**src/rtl/led_index_sequencer.sv**
```systemverilog
// LED index sequencer: prescaled up/down/ping-pong/hold walk of a 3-bit index.
// Optional synchronous index load is compiled in with `define LED_SEQ_LOAD_EN.
module led_index_sequencer #(
    parameter int unsigned DIV_WIDTH = 4
) (
    input  logic                 clk,
    input  logic                 rst,
    input  logic                 enable,
    input  logic [1:0]           mode,
    input  logic [DIV_WIDTH-1:0] div,
    input  logic                 load,
    input  logic [2:0]           load_value,
    output logic [2:0]           index,
    output logic                 tick,
    output logic                 dir
);

    typedef enum logic [1:0] {
        MODE_HOLD = 2'b00,
        MODE_UP   = 2'b01,
        MODE_DOWN = 2'b10,
        MODE_PING = 2'b11
    } mode_t;

    logic [DIV_WIDTH-1:0] r_cnt;
    logic [2:0]           r_index;
    logic                 r_dir;
    logic                 r_tick;

    mode_t                w_mode;
    logic [2:0]           w_step_index;
    logic                 w_step_dir;
    logic                 w_terminal;

    assign w_mode     = mode_t'(mode);
    // Greater-or-equal so a shrinking div terminates the period instead of wrapping.
    assign w_terminal = (r_cnt >= div);

    always_comb begin
        w_step_index = r_index;
        w_step_dir   = r_dir;
        unique case (w_mode)
            MODE_HOLD: ;
            MODE_UP: begin
                w_step_index = r_index + 3'd1;
                w_step_dir   = 1'b0;
            end
            MODE_DOWN: begin
                w_step_index = r_index - 3'd1;
                w_step_dir   = 1'b1;
            end
            MODE_PING: begin
                if (!r_dir) begin
                    if (r_index == 3'd7) begin
                        w_step_index = 3'd6;
                        w_step_dir   = 1'b1;
                    end else begin
                        w_step_index = r_index + 3'd1;
                    end
                end else begin
                    if (r_index == 3'd0) begin
                        w_step_index = 3'd1;
                        w_step_dir   = 1'b0;
                    end else begin
                        w_step_index = r_index - 3'd1;
                    end
                end
            end
            default: ;
        endcase
    end

    always_ff @(posedge clk or posedge rst) begin
        if (rst) begin
            r_cnt   <= '0;
            r_index <= '0;
            r_dir   <= 1'b0;
            r_tick  <= 1'b0;
        end
`ifdef LED_SEQ_LOAD_EN
        else if (load) begin
            r_cnt   <= '0;
            r_index <= load_value;
            r_tick  <= 1'b0;
        end
`endif
        else if (enable) begin
            if (w_terminal) begin
                r_cnt   <= '0;
                r_tick  <= 1'b1;
                r_index <= w_step_index;
                r_dir   <= w_step_dir;
            end else begin
                r_cnt   <= r_cnt + 1'b1;
                r_tick  <= 1'b0;
            end
        end else begin
            r_tick <= 1'b0;
        end
    end

`ifndef LED_SEQ_LOAD_EN
    logic w_unused_load;
    assign w_unused_load = ^{load, load_value};
`endif

    assign index = r_index;
    assign tick  = r_tick;
    assign dir   = r_dir;

endmodule

```
**config.mk**
```make
export PLATFORM = sky130hd
export DESIGN_NAME = led_index_sequencer
export DESIGN_NICKNAME = d
export VERILOG_FILES = /design/src/rtl/led_index_sequencer.sv
export SDC_FILE = /design/constraint.sdc
export NUM_CORES = 1
export LEC_CHECK = 0
export BUFFER_PORTS_ARGS = -buffer_cell sky130_fd_sc_hd__clkbuf_2
export CAP_MARGIN = 20
export CORE_MARGIN = 5
export CORE_UTILIZATION = 46
export CTS_CLUSTER_SIZE = 10
export DETAILED_ROUTE_END_ITERATION = 10
export GPL_ROUTABILITY_DRIVEN = 0
export PLACE_DENSITY = 0.69
export SETUP_SLACK_MARGIN = 0.2
export SYNTH_ARGS = -nofsm -noshare
export SYNTH_HDL_FRONTEND = slang
export SYNTH_SLANG_ARGS = --single-unit
export TNS_END_PERCENT = 5
```
**constraint.sdc**
```tcl
create_clock -name clk -period 1.95 [get_ports clk]
set_input_delay 0.39 -clock clk [delete_from_list [all_inputs] [get_ports clk]]
set_output_delay 0.39 -clock clk [all_outputs]
set_load 0.005 [all_outputs]
```
==> results.sh <==
export IMPL_status="complete, no violations"
export IMPL_cts_tree="done"
export IMPL_die_w_um=49.9
export IMPL_max_freq_mhz=555
export IMPL_ir_drop_v=0.000887
export IMPL_final_cell_mix="13 x clkbuf_2, 11 x inv_1, 9 x ha_1, 9 x dfrtp_1, 7 x buf_4"
export IMPL_final_setup_skew_ns=0.000298
export IMPL_start_util=0.486
export IMPL_die_h_um=49.9
export IMPL_p_per_area_nw_per_um2=1300
export IMPL_finalCriticalPeriod_ns=1.80
export IMPL_rr_endpoint="index[0]$_DFFE_PP0P_"
export IMPL_finalSetupTns_ns=0
export IMPL_cts_hold_buf=0
export IMPL_antenna_found_initial=0
export IMPL_maxSlewViolCount=0
export IMPL_num_rows=14
export IMPL_arrival_ns=1.97
export IMPL_hpwl_um=1170
export IMPL_tightest_slew_ns=0.341
export IMPL_n_antenna_cell=0
export IMPL_clkTransAtPathRegs_ns=0.06
export IMPL_dieArea_um2=2490
export IMPL_cts_max_level=1
export IMPL_crit_chain="ha_4 -> a21o_1 -> buf_4 -> a221oi_2 -> buf_4 -> o41a_1 -> a31oi_1"
export IMPL_core_area_um2=1510
export IMPL_setup_viol=0
export IMPL_pin_count=18
export IMPL_clkSinkCount=9
export IMPL_drv_cap=0
export IMPL_synth_cell_types=33
export IMPL_power_total_uw=1190
export IMPL_critical_path_startpoint="r_cnt[2]$_DFFE_PP0P_"
export IMPL_cts_root_buf="clkbuf_4"
export IMPL_syn_area_per_cell_um2=9.04
export IMPL_numCtsBuffers=3
export IMPL_crit_path_end_kind="flip-flop"
export IMPL_seq_area_frac_synth=0.308
export IMPL_relSlewSlack=0.773
export IMPL_wl_per_cell_um=13.7
export IMPL_grt_use_total=0.130
export IMPL_slowest_delay_ns=0.42
export IMPL_grt_max_degree=11
export IMPL_synth_area_leader_cell="dfrtp_1"
export IMPL_yosys_top_cells_area="dfrtp_1 31%, ha_1 19%, inv_1 6.7%, nand2b_1 3.4%, mux2i_1 2.7%"
export IMPL_dr_pass1_iters=4
export IMPL_hold_class="input port to asynchronous set/reset pin"
export IMPL_critPathMostFrequentCell="buf_4"
export IMPL_synth_edf_count=0
export IMPL_final_common_cell="clkbuf_2"
export IMPL_synth_seq_cells=9
export IMPL_drt_wl_total_um=1620
export IMPL_drc=0
export IMPL_nFillCells=130
export IMPL_reg2reg_slack_ns=0.15
export IMPL_ys_flop_type="dfrtp_1"
export IMPL_worstRegToRegCells=7
export IMPL_rsz0062_at_grt="true"
export IMPL_syn2layout_area_growth_pct=25.1
export IMPL_syn_inst=81
export IMPL_critical_path_class="flip-flop to flip-flop"
export IMPL_drt_iter0_markers=11
export IMPL_required_ns=2.12
export IMPL_grt_pass1_vias=631
export IMPL_nets=127
export IMPL_numPortBuffers=13
export IMPL_insertion_delay_ns=0.26
export IMPL_ant_nets=0
export IMPL_synth_warnings=0
export IMPL_p_leak_uw=0.000458
export IMPL_postSynth_asyncResetShare=1.00
export IMPL_timing_hold_violations_final=0
export IMPL_startpoint_type="flip-flop"
export IMPL_r2r_start="r_cnt[2]$_DFFE_PP0P_"
export IMPL_grt_remaining_overflow=0
export IMPL_drive_gt1_frac=0.314
export IMPL_grt_pass1_wl_um=2560
export IMPL_cp_slowest_cell="dfrtp_1"
export IMPL_yosys_area_top_type_share=0.308
export IMPL_finalCritPeriodShare=0.924
export IMPL_routed_via_density=5.72
export IMPL_cp_max_fo=6
export IMPL_synth_fp_nets=105
export IMPL_synth_area_um2=732
export IMPL_vias=675
export IMPL_clockBufferDepth=2
## critical path: cells and delay by family (launching register included)
family / cells / cell delay, ns
fa+ha+maj: 1 / 0.29
flops: 1 / 0.42
buf+inv: 2 / 0.27
compound gates: 4 / 0.74
## worst max-delay path by stage
| stage | end | slack [ns] | cells past startpoint |
|---|---|---|---|
| after floorplan | r_cnt[3]$_DFFE_PP0P_ | 0.20 | 5 |
| after global placement | r_cnt[3]$_DFFE_PP0P_ | 0.05 | 7 |
| after detailed placement | r_cnt[3]$_DFFE_PP0P_ | 0.03 | 7 |
| after CTS | r_cnt[3]$_DFFE_PP0P_ | 0.10 | 5 |
| after global routing | r_cnt[3]$_DFFE_PP0P_ | 0.05 | 5 |
| final | index[0]$_DFFE_PP0P_ | 0.15 | 7 |
## routing by layer
layer  vias up  track usage  share of wire
met5         -            0              0
met4         0       0.0306          0.017
met3         4       0.0542          0.047
met2        14        0.193           0.47
met1       322        0.173           0.47
li1        335            -              -
## power breakdown
part	internal [uW]	switching [uW]	total [uW]
Clock	78.7	62.1	141
Combinational	377	327	704
Sequential	260	90.3	350
Total	715	480	1190
## sequential cells by signal, indices dropped and copies added, names as in the netlist
name and flops:
tick 1, dir 1, index 3, r_cnt 4
## Yosys cell counts, types with 2 or more instances
cell        n
nand4_1     2
nor2_1      5
clkbuf_1    3
o2bb2ai_1   2
nand2b_1    4
a31oi_1     3
nand2_1     3
mux2i_1     2
ha_1       11
dfrtp_1     9
o21ai_0     2
nand3_1     2
inv_1      13
## cell type report
cell class	count	area, um2	area share
multi-input combinational	55	474	0.518
clock buffer	4	26.3	0.0287
sequential	9	225	0.246
timing repair buffer	20	118	0.128
tap	16	20.0	0.0219
inverter	14	52.6	0.0574
## metrics by stage
stage,util,cells,hold WS [ns],setup WS (ns),cell area (um2)
after detailed placement,0.552,108,0.348,0.0313,832
after floorplan,-,81,0.218,0.199,751
after global placement,0.552,108,0.345,0.0540,832
final,0.608,118,0.0619,0.149,916
after CTS,0.580,114,0.0625,0.102,873
after global routing,0.608,118,0.0763,0.0524,916
## cell families after synthesis
family / synth area share
and+or+nand+nor: 0.164
AOI/OAI and AO/OA: 0.226
buffers and inverters: 0.0872
adders and majority gates: 0.188
DFF: 0.308
muxes: 0.0274
## timing repair
item	4_1_cts	5_1_grt
pin swaps	3	1
endpoints found under the hold margin	0	0
resized for setup	0	2
buffers inserted	2	4
endpoints found under the setup margin	4	7
No activity file was read; power rests on OpenSTA's default activity.
